==> src/rtl/reflet_vga_rect_fill_pkg.sv <==
// Shared definitions for the reflet_VGA rectangle fill engine: FSM encodings
// and default widths, reused by other reflet_VGA feeders.
package reflet_vga_rect_fill_pkg;

  localparam int DEF_COLOR_DEPTH = 2;
  localparam int DEF_H_WIDTH     = 7;
  localparam int DEF_V_WIDTH     = 6;

  typedef enum logic [1:0] {
    ST_IDLE = 2'd0,
    ST_FILL = 2'd1,
    ST_DONE = 2'd2
  } fill_state_e;

endpackage

==> src/rtl/reflet_vga_rect_walker.sv <==
// Raster cursor over a latched rectangle: load, step (x fastest) and a last flag.
// End detection uses equality on the current cursor, so coordinates never wrap.
module reflet_vga_rect_walker #(
  parameter int h_width = 7,
  parameter int v_width = 6
) (
  input  logic               clk,
  input  logic               reset,
  input  logic               load_i,
  input  logic               step_i,
  input  logic [h_width-1:0] x0_i,
  input  logic [h_width-1:0] x1_i,
  input  logic [v_width-1:0] y0_i,
  input  logic [v_width-1:0] y1_i,
  output logic [h_width-1:0] x_next_o,
  output logic [v_width-1:0] y_next_o,
  output logic               last_o
);

  logic [h_width-1:0] x_q, x0_q, x1_q;
  logic [v_width-1:0] y_q, y0_q, y1_q;
  logic               x_end, y_end;

  always_ff @(posedge clk or posedge reset) begin
    if (reset) begin
      x_q  <= '0;
      y_q  <= '0;
      x0_q <= '0;
      x1_q <= '0;
      y0_q <= '0;
      y1_q <= '0;
    end else if (load_i) begin
      x0_q <= x0_i;
      x1_q <= x1_i;
      y0_q <= y0_i;
      y1_q <= y1_i;
      x_q  <= x0_i;
      y_q  <= y0_i;
    end else if (step_i) begin
      x_q <= x_next_o;
      y_q <= y_next_o;
    end
  end

  always_comb begin
    x_end    = (x_q == x1_q);
    y_end    = (y_q == y1_q);
    last_o   = x_end && y_end;
    x_next_o = x_end ? x0_q : x_q + h_width'(1);
    y_next_o = (x_end && !y_end) ? y_q + v_width'(1) : y_q;
  end

endmodule

==> src/rtl/reflet_vga_rect_fill.sv <==
// Rectangle fill engine feeding the reflet_VGA bitmap-write port: one command in,
// one registered pixel write per unpaused cycle, then a one-cycle done pulse.
module reflet_vga_rect_fill
  import reflet_vga_rect_fill_pkg::*;
#(
  parameter int color_depth = DEF_COLOR_DEPTH,
  parameter int h_width     = DEF_H_WIDTH,
  parameter int v_width     = DEF_V_WIDTH
) (
  input  logic                   clk,
  input  logic                   reset,
  input  logic                   cmd_valid,
  output logic                   cmd_ready,
  input  logic [h_width-1:0]     x0,
  input  logic [h_width-1:0]     x1,
  input  logic [v_width-1:0]     y0,
  input  logic [v_width-1:0]     y1,
  input  logic [color_depth-1:0] R_cmd,
  input  logic [color_depth-1:0] G_cmd,
  input  logic [color_depth-1:0] B_cmd,
  input  logic                   pause,
  output logic                   write_bitmap,
  output logic [h_width-1:0]     h_pixel,
  output logic [v_width-1:0]     v_pixel,
  output logic [color_depth-1:0] R_out,
  output logic [color_depth-1:0] G_out,
  output logic [color_depth-1:0] B_out,
  output logic                   busy,
  output logic                   done,
  output logic [1:0]             dbg_state_o
);

  // Handshake: a command transfers on a rising edge where cmd_valid and
  // cmd_ready are both high; cmd_ready is high only in IDLE.

  fill_state_e state_q, state_d;

  logic                   accept, rect_ok, step, last;
  logic [h_width-1:0]     x_next;
  logic [v_width-1:0]     y_next;

  logic                   write_q, write_d;
  logic                   done_q, done_d;
  logic                   busy_q, busy_d;
  logic                   ready_q, ready_d;
  logic [h_width-1:0]     h_q, h_d;
  logic [v_width-1:0]     v_q, v_d;
  logic [color_depth-1:0] r_q, r_d, g_q, g_d, b_q, b_d;

  always_comb begin
    accept  = (state_q == ST_IDLE) && cmd_valid;
    rect_ok = (x0 <= x1) && (y0 <= y1);
    // The first pixel is written straight from the command on the accepting edge,
    // so a FILL cycle only steps while the displayed pixel is not the last one.
    step    = (state_q == ST_FILL) && !pause && !last;
  end

  reflet_vga_rect_walker #(
    .h_width (h_width),
    .v_width (v_width)
  ) u_walker (
    .clk      (clk),
    .reset    (reset),
    .load_i   (accept),
    .step_i   (step),
    .x0_i     (x0),
    .x1_i     (x1),
    .y0_i     (y0),
    .y1_i     (y1),
    .x_next_o (x_next),
    .y_next_o (y_next),
    .last_o   (last)
  );

  always_ff @(posedge clk or posedge reset) begin
    if (reset) begin
      state_q <= ST_IDLE;
    end else begin
      state_q <= state_d;
    end
  end

  always_comb begin
    state_d = state_q;
    case (state_q)
      ST_IDLE: if (accept) state_d = rect_ok ? ST_FILL : ST_DONE;
      ST_FILL: if (!pause && last) state_d = ST_DONE;
      ST_DONE: state_d = ST_IDLE;
      default: state_d = ST_IDLE;
    endcase
  end

  always_comb begin
    write_d = (accept && rect_ok) || step;
    done_d  = (state_d == ST_DONE);
    busy_d  = (state_d != ST_IDLE);
    ready_d = (state_d == ST_IDLE);
    h_d     = h_q;
    v_d     = v_q;
    r_d     = r_q;
    g_d     = g_q;
    b_d     = b_q;
    if (accept) begin
      r_d = R_cmd;
      g_d = G_cmd;
      b_d = B_cmd;
    end
    if (accept && rect_ok) begin
      h_d = x0;
      v_d = y0;
    end else if (step) begin
      h_d = x_next;
      v_d = y_next;
    end
  end

  always_ff @(posedge clk or posedge reset) begin
    if (reset) begin
      write_q <= 1'b0;
      done_q  <= 1'b0;
      busy_q  <= 1'b0;
      ready_q <= 1'b1;
      h_q     <= '0;
      v_q     <= '0;
      r_q     <= '0;
      g_q     <= '0;
      b_q     <= '0;
    end else begin
      write_q <= write_d;
      done_q  <= done_d;
      busy_q  <= busy_d;
      ready_q <= ready_d;
      h_q     <= h_d;
      v_q     <= v_d;
      r_q     <= r_d;
      g_q     <= g_d;
      b_q     <= b_d;
    end
  end

  assign cmd_ready    = ready_q;
  assign write_bitmap = write_q;
  assign done         = done_q;
  assign busy         = busy_q;
  assign h_pixel      = h_q;
  assign v_pixel      = v_q;
  assign R_out        = r_q;
  assign G_out        = g_q;
  assign B_out        = b_q;
  assign dbg_state_o  = state_q;

endmodule
==> config.mk <==
export PLATFORM = sky130hd
export DESIGN_NAME = reflet_vga_rect_fill
export DESIGN_NICKNAME = d
export VERILOG_FILES = /design/src/rtl/reflet_vga_rect_fill_pkg.sv /design/src/rtl/reflet_vga_rect_walker.sv /design/src/rtl/reflet_vga_rect_fill.sv
export SDC_FILE = /design/constraint.sdc
export NUM_CORES = 1
export LEC_CHECK = 0
export ABC_CLOCK_PERIOD_IN_PS = 5150
export BUFFER_PORTS_ARGS = -buffer_cell sky130_fd_sc_hd__buf_2
export CORE_ASPECT_RATIO = 0.9
export CORE_MARGIN = 1
export CORE_UTILIZATION = 48
export DETAILED_ROUTE_END_ITERATION = 12
export PLACE_DENSITY_LB_ADDON = 0.2
export SYNTH_ARGS = -nofsm -noshare
export SYNTH_HDL_FRONTEND = slang
export SYNTH_SLANG_ARGS = --single-unit
==> constraint.sdc <==
create_clock -name clk -period 5.15 [get_ports clk]
set_clock_uncertainty 0.2 [all_clocks]
set_input_delay 0.2575 -clock clk [delete_from_list [all_inputs] [get_ports clk]]
set_output_delay 0.2575 -clock clk [all_outputs]
set_load 0.01 [all_outputs]
After elaboration in Yosys (flattened, before gate mapping) --
Cells that the tools add are included.
Word-level totals: register bits 58, bits in latches 0, RAM bits 0, ROM bits 0, memories 0
Operators by class: add/sub/neg operators 2, multiply operators 0, div/mod/pow operators 0, magnitude comparators 2, equal/unequal tests 4, shift operators 0, muxes and demuxes 12, bitwise operators 0, reduce and logical (&&, ||, !) cells 17
Operators with widths (count):
- 7-bit two-way mux | 4
- 6-bit two-way mux | 4
- 1-bit logical AND | 8
- 7-bit by 1-bit adder with 7-bit output (second input constant) | 1
- 7-bit == test | 1
- 7-bit <= comparator | 1
- 6-bit by 1-bit adder with 6-bit output (second input constant) | 1
- 6-bit == test | 1
- 6-bit <= comparator | 1
- 2-bit two-way mux | 3
- 2-bit nonzero test | 3
- 2-bit zero test | 2
- 2-bit one-hot mux with 2 select lines | 1
- 1-bit zero test | 3
- 2-bit by 1-bit == test with 1-bit output (second input constant) | 1
- 2-bit == test (second input constant) | 1
- 1-bit logical OR | 1

Logic depth before layout (Yosys ltp) --
Gate-level depths: netlist of the first run.
word-level depth 6, mapped depth 9

By module --
A second synthesis of the first run with hierarchy kept.
Second synthesis, totals: cell total of the unflattened synthesis 284, area total of the unflattened synthesis 3265.6 sq um
Modules (own cells, without submodules):
- reflet_vga_rect_walker | instances 1, cells each 163, area each 1778.0 sq um, sequential area each 825.8 sq um
- reflet_vga_rect_fill | instances 1, cells each 121, area each 1487.7 sq um, sequential area each 626.9 sq um

Worst setup path before layout of the first run --
No wires, ideal clock.
kind input-to-reg, from input port y1[1], to register v_q[4] (netlist: v_pixel[4]), arrival 1972 ps, slack 2854 ps, stages on the path 9, buffers on the path 1, path through inv_1 -> ha_1 -> nor2b_4 -> o311a_1 -> a311oi_2 -> o211ai_2 -> buf_6 -> and3_1 -> a211o_1
Between the ends: word-level cells in the longest chain between the ends 4, elaborated cells between the ends (all ways) 5, classes of those cells 1 x order compare; 1 x mux; 3 x reduce/logical
RTL lines:
- from (decl) | line reflet_vga_rect_fill.sv:17 | input logic [v_width-1:0] y1,
- 6-bit <= comparator (*) | line reflet_vga_rect_fill.sv:52 | rect_ok = (x0 <= x1) && (y0 <= y1);
- 1-bit logical AND (*) | line reflet_vga_rect_fill.sv:52
- 1-bit logical AND (*) | line reflet_vga_rect_fill.sv:108 | if (accept && rect_ok) begin
- 6-bit two-way mux or 2-bit nonzero test (tied branches)
- to (signal assigned) | line reflet_vga_rect_fill.sv:134 | v_q <= v_d;
- to (decl) | line reflet_vga_rect_fill.sv:47 | logic [v_width-1:0] v_q, v_d;
Every way passes the cells marked *; elsewhere a longest branch is shown, timed or not. A chain may end at the register's enable or synchronous reset.

Worst setup path in the final report of the first run --
from register u_walker.y_q[0], to register u_walker.y_q[1]
Between the ends: word-level cells in the longest chain between the ends 6, elaborated cells between the ends (all ways) 11, classes of those cells 1 x add/sub; 1 x eq/ne; 3 x mux; 6 x reduce/logical
RTL lines:
- from (decl) | line reflet_vga_rect_walker.sv:21 | logic [v_width-1:0] y_q, y0_q, y1_q;
- from (signal assigned) | line reflet_vga_rect_walker.sv:38 | y_q <= y0_i;
- from (signal assigned) | line reflet_vga_rect_walker.sv:41 | y_q <= y_next_o;
- parallel branches: the longest is 6 deep, another holds 6-bit by 1-bit adder with 6-bit output
Parallel ways; which one is timed is not known. The select of a mux whose other input is x is not followed.

==> results of run 1 <==
## Yosys cell counts, drive strengths merged
cell type,count
a21o,3
o221a,1
o21a,1
nor2b,1
a311oi,2
o32ai,2
or3,3
o211ai,1
o311a,1
clkbuf,5
a21bo,1
and2,4
a2bb2oi,1
nor4,2
a211o,11
nand2,73
xnor2,4
ha,15
nand2b,1
a31oi,3
xor2,14
nor2,10
and3,11
dfrtp,57
nand3,15
nor3,3
a32oi,2
buf,12
a41oi,1
a221o,9
dfstp,1
or2,2
nand3b,1
a31o,1
o21ai,16
a21oi,13
o22ai,1
a211oi,2
mux2i,1
nand4,6
inv,16
o31a,1
## repair_timing
action / 4_1_cts / 5_1_grt
endpoints found under the hold margin: 94 / 0
setup buffers: 0 / 0
hold buffers: 31 / 0
## per-stage QoR
| step | total power [mW] | setup slack, ns | utilization (%) | hold slack [ns] |
|---|---|---|---|---|
| floorplan | 1.408 | 2.854 | - | 0.1629 |
| global placement | 1.628 | 2.079 | 56.08 | 0.2460 |
| detailed placement | 1.654 | 1.984 | 56.08 | 0.2498 |
| CTS | 2.109 | 1.957 | 64.40 | 0.01040 |
| global route | 2.265 | 1.679 | 64.40 | 0.04048 |
| finish | 2.102 | 1.850 | 64.40 | 0.02872 |
## registers in the layout, summed over array words and instances (netlist names), 6 cells and up
name and flops:
u_walker.x0_q 7, u_walker.y_q 6, v_pixel 6, u_walker.y1_q 6
u_walker.x_q 7, h_pixel 7, u_walker.x1_q 7
## power breakdown
group          switching, mW  leakage (nW)  internal (mW)
Sequential             0.186         0.713          0.673
Clock                  0.181         0.105          0.247
Combinational          0.437          1.22          0.379
## critical path, cell delays in order, from the launching register on
cell and delay, ns:
dfrtp_1 0.45, xor2_1 0.18, nor4_1 0.27, nand3_1 0.64, o21ai_2 0.82, and2_1 0.44
a221o_1 0.21
## per-layer routing
metal / vias to the layer above / GRT usage (%) / wire, µm
met1: 1329 / 36.15 / 3787
met5: - / 0 / 0
li1: 1344 / - / -
met4: 0 / 10.00 / 155
met2: 75 / 37.95 / 3526
met3: 15 / 6.414 / 376
## worst max path at each step
| stage | endpoint | slack, ns | from | cells past startpoint |
|---|---|---|---|---|
| after floorplan | v_pixel[4] | 2.85 | y1[1] | 9 |
| after global placement | u_walker.y_q[5] | 2.08 | u_walker.y_q[5] | 6 |
| after detailed placement | u_walker.y_q[2] | 1.98 | u_walker.y_q[0] | 6 |
| after CTS | u_walker.y_q[1] | 1.96 | u_walker.y_q[0] | 6 |
| after global routing | u_walker.x_q[6] | 1.68 | u_walker.y_q[2] | 6 |
| final | u_walker.y_q[1] | 1.85 | u_walker.y_q[0] | 6 |
## cells by family (layout without fill, tap and decap cells)
logic type / Yosys count / count (layout) / synth area share (%)
and+or+nand+nor: 132 / 132 / 19.97
muxes: 1 / 1 / 0.3208
xor gates and xnor gates: 18 / 18 / 5.052
DFF: 58 / 58 / 46.55
adders and majority gates: 15 / 15 / 6.014
buffers and inverters: 33 / 126 / 4.652
AOI/OAI and AO/OA: 73 / 73 / 17.44
## area by class of cell
type | instances | area [µm²]
timing repair buffer | 94 | 633.1
tap | 87 | 108.9
inverter | 16 | 60.06
clock buffer | 11 | 151.4
sequential | 58 | 1453
multi-input combinational | 239 | 1523
fill | 544 | 2201
clock inverter | 5 | 52.55
==> impl_metrics.csv, run 1 <==
group,metric,value,unit
logic_synthesis,synth_top_cell_area_share,45.71,%
pwr,leakagePower,2.037,nW
grt,grt_pass1_vias,2698,
worst_setup_path,cp.required,5.23,ns
cells_and_area,post-route-cell-area,3981,µm²
timing,rsz0062_at_grt,"no",
logic_synthesis,synth_cell_types,51,
logic_synthesis,synth.avg_cell_area,9.456,µm²
clock_tree,cts_resized,0,
clock_tree,clock-sinks,58,
clock_tree,clk_pin_slew_worst_paths,0.07,ns
floorplanning,io_pins,61,
worst_setup_path,critPathMaxFanout,22,
logic_synthesis,ys_seq_elements,58,
timing,finalHoldViolations,0,
drt,post_drt_wl_per_cell,15.38,µm
logic_synthesis,synth_fp_nets,381,
timing,relSlewSlack,42.99,%
pwr,pwr_density_cell,527.9,nW/µm²
place,place_area,3467,µm²
grt,grt_max_degree,59,
clock_tree,numCtsBuffers,9,
drt,ant_nets,0,
drt,detail_route.iter0.violations,260,
worst_setup_path,reg2reg_depth,6,
worst_setup_path,end_kind,"flip-flop",
cells_and_area,mostFrequentLayoutCell,"nand2_1",
clock_tree,htreeDepth,3,
cells_and_area,layout-drive-gt1-share,23.40,%
grt,grt_pass1_wl,13170,µm
cells_and_area,layout_common_cells,"nand2_1, buf_2, dfrtp_1, dlygate4sd3_1",
timing,setup_tns,0,ns
min_path,hold_depth,3,
logic_synthesis,yosysWarnings,0,
worst_setup_path,r2r_end,"u_walker.y_q[1]",
drt,vias_per_cell,5.418,
job,cap_violations,0,
cells_and_area,syn_to_final_growth,27.59,%
place,io_buffers,60,
outcome,status,"complete, no violations",
logic_synthesis,syn_area,3120,µm²
cells_and_area,n_antenna_cell,0,
floorplanning,die_area,6828,µm²
timing,fmax,0.3030,GHz
grt,antenna_found_initial,0,
worst_setup_path,path_class,"reg -> reg",
pwr,ir_drop,0.2826,mV
drt,num_vias,2763,
floorplanning,die_h,78.49,µm
cells_and_area,fin_cells,510,
timing,period_share,64.08,%
timing,setup_violations,0,
floorplanning,fp.dieW,86.99,µm
drt,drc,0,
grt,grt_usage,25.73,%
timing,period_minus_slack,3.300,ns
clock_tree,root_buffer,"clkbuf_8",
clock_tree,cts_tree,"built",
floorplanning,core_area,6182,µm²
logic_synthesis,synthCells,330,
logic_synthesis,synthTopCellsByArea,"dfrtp_1, nand2_1, ha_1",
clock_tree,clock_latency,0.34,ns
clock_tree,cts_buffer_depth,2,
min_path,worstHoldPathType,"in -> reg",
timing,tightestPinTransition,0.8528,ns
min_path,min_to,"u_walker.y1_q[5]",
worst_setup_path,cp-start-kind,"flip-flop",
worst_setup_path,arrival,3.38,ns
place,dp_hpwl,5098,µm
min_path,hp-start,"y1[5]",
cells_and_area,layout.nets,469,
worst_setup_path,rr_startpoint,"u_walker.y_q[0]",
place,dp.cells,463,
timing,report.final.slew_viol_count,0,
grt,overflow,0,
drt,routed_wl,7846,µm
logic_synthesis,synth_top_area_cell,"dfrtp_1",
place,gp_congestion,0.8859,
worst_setup_path,worst-r2r-setup-slack,1.85,ns
logic_synthesis,ys_seq_area_share,46.55,%
floorplanning,initial_core_util,50.48,%
drt,drtPass1Iterations,4,
floorplanning,rows,27,
(Power assumes the default switching activity.)
==> inputs of run 2 (changes only) <==
- ABC_CLOCK_PERIOD_IN_PS: 5150 -> 2900
- clock period: 5.15 -> 2.9 ns (I/O delays scaled with it)
==> impl_metrics.csv, run 2 (same netlist as run 1, synthesis figures left out) <==
group,metric,value,unit
outcome,status,"complete, no violations",
drt,detail_route.iter0.violations,297,
worst_setup_path,path_cells,"dlygate4sd3_1 -> buf_2 -> ha_1 -> nor2b_4 -> o311a_1 -> a311oi_2 -> o211ai_2 -> and3_2 -> a211o_1",
cells_and_area,layout.nets,477,
floorplanning,rows,27,
clock_tree,clock-sinks,58,
floorplanning,io_pins,61,
timing,rsz0062_at_grt,"no",
place,place_area,3525,µm²
grt,grt_pass1_wl,13330,µm
cells_and_area,multi_input_area,1523,µm²
grt,grt-busiest-layer,"met2",
timing,period_minus_slack,2.804,ns
worst_setup_path,reg2reg_depth,6,
cells_and_area,layout_common_cells,"nand2_1, buf_2, dfrtp_1, dlygate4sd3_1",
grt,grt_pass1_vias,2709,
grt,grt_util_met2,38.98,%
worst_setup_path,arrival,2.83,ns
min_path,hp-start,"pause",
timing,fmax,0.3566,GHz
worst_setup_path,cp.required,2.92,ns
timing,setup_tns,0,ns
worst_setup_path,cp-start-kind,"primary input",
grt,met3_usage,7.571,%
worst_setup_path,cp_slowest_stage_delay,0.54,ns
clock_tree,htreeDepth,3,
grt,grtUsageMet1,36.67,%
floorplanning,die_area,6828,µm²
clock_tree,clock_latency,0.34,ns
drt,drc,0,
floorplanning,fp.dieW,86.99,µm
place,dp_hpwl,5337,µm
floorplanning,core_area,6182,µm²
clock_tree,cts_setup_buffers,0,
drt,vias_per_cell,5.429,
drt,routed_wl,7994,µm
place,io_buffers,60,
cells_and_area,fillers,498,
min_path,hold_depth,4,
min_path,min_to,"dbg_state_o[0]",
worst_setup_path,path_class,"in -> reg",
timing,relSlewSlack,53.19,%
clock_tree,cts_tree,"built",
grt,grt_usage,25.93,%
drt,drtPass1Iterations,5,
clock_tree,cts_buffer_depth,2,
cells_and_area,post-route-cell-area,4093,µm²
cells_and_area,syn_to_final_growth,31.15,%
pwr,leakagePower,2.090,nW
cells_and_area,mostFrequentLayoutCell,"nand2_1",
grt,antenna_found_initial,0,
floorplanning,die_h,78.49,µm
timing,tightestPinTransition,0.7001,ns
timing,period_share,96.69,%
min_path,worstHoldPathType,"in -> reg",
cells_and_area,layout-drive-gt1-share,24.36,%
worst_setup_path,critPathMaxFanout,16,
drt,num_vias,2812,
worst_setup_path,critical_path.slowest_cell,"dlygate4sd3_1",
grt,overflow,0,
cells_and_area,n_antenna_cell,0,
pwr,pwr_density_cell,948.6,nW/µm²
timing,finalHoldViolations,0,
worst_setup_path,end_kind,"flip-flop",
timing,report.final.slew_viol_count,0,
drt,post_drt_wl_per_cell,15.43,µm
grt,grt_max_degree,31,
worst_setup_path,r2r_end,"u_walker.y_q[2]",
place,gp_congestion,0.8060,
drt,ant_nets,0,
cells_and_area,ff_latch_area,1453,µm²
clock_tree,clk_pin_slew_worst_paths,0.07,ns
job,cap_violations,0,
floorplanning,initial_core_util,50.48,%
worst_setup_path,rr_startpoint,"u_walker.x_q[4]",
pwr,ir_drop,0.6150,mV
pwr,p_total,3.882,mW
timing,setup_violations,0,
worst_setup_path,worst-r2r-setup-slack,0.44,ns
clock_tree,numCtsBuffers,9,
clock_tree,root_buffer,"clkbuf_8",
## run 2: where the power goes
| part | switching [mW] | internal (mW) | total, mW | leakage [nW] |
|---|---|---|---|---|
| Combinational | 0.792 | 0.702 | 1.49 | 1.26 |
| Sequential | 0.321 | 1.20 | 1.52 | 0.713 |
| Clock | 0.320 | 0.552 | 0.872 | 0.119 |
| Total | 1.43 | 2.45 | 3.88 | 2.09 |
## run 2: per-stage QoR
stage	worst slack, ns	hold WS [ns]	cells	utilization, %
floorplan	0.7163	0.05044	330	-
global placement	0.3912	0.06226	469	57.01
detailed placement	0.3303	0.07463	469	57.01
CTS	0.1350	0.01996	518	66.20
global route	0.008797	0.05937	518	66.20
finish	0.09587	0.02452	518	66.20
## run 2: what timing repair did
action / 4_1_cts / 5_1_grt
setup endpoints to repair: 0 / 0
resized for setup: 0 / 0
hold endpoints to repair: 81 / 0
hold buffers: 33 / 0
## run 2: how the worst max path moves through the flow
| stage | from | end | slack, ns | cells past startpoint |
|---|---|---|---|---|
| 2_1_floorplan | y1[1] | v_pixel[4] | 0.72 | 9 |
| 3_3_place_gp | x0[6] | h_pixel[5] | 0.39 | 8 |
| 3_5_place_dp | y0[1] | h_pixel[3] | 0.33 | 8 |
| 4_1_cts | y0[1] | h_pixel[3] | 0.13 | 9 |
| 5_1_grt | x0[2] | h_pixel[5] | 0.009 | 9 |
| 6_report | y0[1] | h_pixel[3] | 0.1 | 9 |
## run 2: routing by layer
layer	up-vias	share of wire, %
met3	6	7.6
met2	107	45
met4	0	0.66
met1	1339	47
li1	1360	-
met5	-	0
## run 2: final cells by class
cell class / count / area share, %
clock buffers: 12 / 4.035
clock inverters: 4 / 1.773
inverters: 16 / 1.467
multi-input cells: 239 / 37.21
flip-flops and latches: 58 / 35.49
well taps: 87 / 2.660
repair buffers: 102 / 17.36
## run 2: worst max-delay path: cells and delay by family
| kind | cells | cell delay, ns |
|---|---|---|
| AOI/OAI and AO/OA | 4 | 1.23 |
| buffers and inverters | 2 | 0.68 |
| and+or+nand+nor | 2 | 0.48 |
| adders and majority gates | 1 | 0.30 |
==> inputs of run 3 (changes only) <==
- BUFFER_PORTS_ARGS: -buffer_cell sky130_fd_sc_hd__buf_2 -> -buffer_cell sky130_fd_sc_hd__buf_4
==> impl_metrics.csv, run 3 (same netlist as run 1, synthesis figures left out) <==
group,metric,value,unit
cells_and_area,layout-drive-gt1-share,24.25,%
worst_setup_path,cp.required,2.91,ns
clock_tree,root_buffer,"clkbuf_8",
floorplanning,rows,27,
place,dp_hpwl,5738,µm
drt,routed_wl,8468,µm
timing,period_share,94.07,%
clock_tree,htreeDepth,3,
timing,report.final.slew_viol_count,0,
worst_setup_path,end_kind,"flip-flop",
pwr,pwr_density_cell,927.9,nW/µm²
grt,grt_max_degree,27,
timing,fmax,0.3666,GHz
drt,num_vias,2902,
place,gp_congestion,0.7978,
pwr,ir_drop,0.5126,mV
clock_tree,numCtsBuffers,9,
grt,antenna_found_initial,0,
floorplanning,core_area,6182,µm²
floorplanning,die_area,6828,µm²
timing,setup_ws,0.1720,ns
pwr,leakagePower,2.128,nW
floorplanning,fp.dieW,86.99,µm
timing,setup_violations,0,
floorplanning,die_h,78.49,µm
drt,vias_per_cell,5.581,
clock_tree,clock-sinks,58,
worst_setup_path,critPathMaxFanout,16,
clock_tree,cts_setup_buffers,0,
place,placement.setup.worst_slack,0.3023,ns
grt,grt_pass1_wl,13810,µm
clock_tree,clk_pin_slew_worst_paths,0.06,ns
grt,overflow,0,
timing,setup_tns,0,ns
cells_and_area,layout.nets,479,
timing,rsz0062_at_grt,"no",
place,dp.cells,470,
worst_setup_path,path_class,"in -> reg",
cells_and_area,n_antenna_cell,0,
drt,drc,0,
drt,ant_nets,0,
worst_setup_path,rr_startpoint,"u_walker.x_q[3]",
cells_and_area,fin_cells,520,
cells_and_area,fillers,524,
grt,grt_usage,26.72,%
timing,tightestPinTransition,0.5889,ns
job,cap_violations,0,
place,io_buffers,60,
cells_and_area,layout_common_cells,"nand2_1, buf_4, dfrtp_1, dlygate4sd3_1",
outcome,status,"complete, no violations",
timing,relSlewSlack,60.74,%
cells_and_area,ff_latch_area,1453,µm²
drt,post_drt_wl_per_cell,16.28,µm
floorplanning,initial_core_util,50.48,%
drt,detail_route.iter0.violations,308,
drt,drtPass1Iterations,5,
clock_tree,cts_tree,"built",
timing,finalHoldViolations,0,
clock_tree,clock_latency,0.33,ns
floorplanning,io_pins,61,
cells_and_area,mostFrequentLayoutCell,"nand2_1",
worst_setup_path,arrival,2.74,ns
worst_setup_path,cp-start-kind,"primary input",
worst_setup_path,crit_start,"y0[3]",
cells_and_area,multi_input_area,1533,µm²
cells_and_area,syn_to_final_growth,35.49,%
grt,grt_pass1_vias,2827,
min_path,worstHoldPathType,"in -> reg",
clock_tree,cts_buffer_depth,2,
min_path,hp-start,"y0[0]",
timing,period_minus_slack,2.728,ns
==> run 3: worst max-delay path, cell delays in order <==
cell,delay [ns]
dlygate4sd3_1,0.54
buf_4,0.15
ha_1,0.33
a31o_2,0.26
o311a_1,0.13
a311oi_2,0.36
o211ai_4,0.24
and3_2,0.31
a211o_1,0.27
==> run 3: final timing paths <==
check,endpoint,slack (ns),depth (start not counted)
setup / recovery,h_pixel[6],0.17,9
hold reg to reg,G_out[0],0.28,2
max in group asynchronous,h_pixel[6],1.71,4
hold / removal,u_walker.y_q[0],0.09,4
min in group asynchronous,R_out[0],0.14,3
setup reg to reg,u_walker.x_q[2],0.45,6
==> run 3: through the flow <==
stage / power [mW] / util [%] / cell area, µm² / hold WS (ns)
finish: 3.923 / 68.39 / 4228 / 0.09457
global route: 4.191 / 68.39 / 4228 / 0.1106
CTS: 3.920 / 68.23 / 4218 / 0.07836
detailed placement: 3.098 / 59.36 / 3670 / -0.05275
global placement: 3.046 / 59.36 / 3670 / -0.06181
floorplan: 2.500 / - / 3120 / 0.05044
==> run 3: report_power, final <==
group / internal [mW] / switching, mW
Clock: 0.467 / 0.307
Combinational: 0.797 / 0.815
Sequential: 1.20 / 0.341
==> run 3: layout make-up <==
cell class | count | area share (%)
multi-input combinational | 239 | 36.25
tap | 87 | 2.575
clock buffer | 14 | 4.084
timing repair buffer | 104 | 20.48
sequential | 58 | 34.36
clock inverter | 2 | 0.8286
inverter | 16 | 1.421
==> run 3: routing by layer <==
metal | global-route usage [%] | vias to the layer above | share of wire, %
met3 | 5.783 | 16 | 6.1
met1 | 36.87 | 1398 | 45
met2 | 41.26 | 124 | 47
met4 | 9.667 | 0 | 1.7
li1 | - | 1364 | -
met5 | 0 | - | 0
==> run 3: repair_timing <==
item	in CTS	in global routing
endpoints found under the setup margin	0	9
hold buffers	34	0
endpoints found under the hold margin	85	0
gates resized for setup	0	2
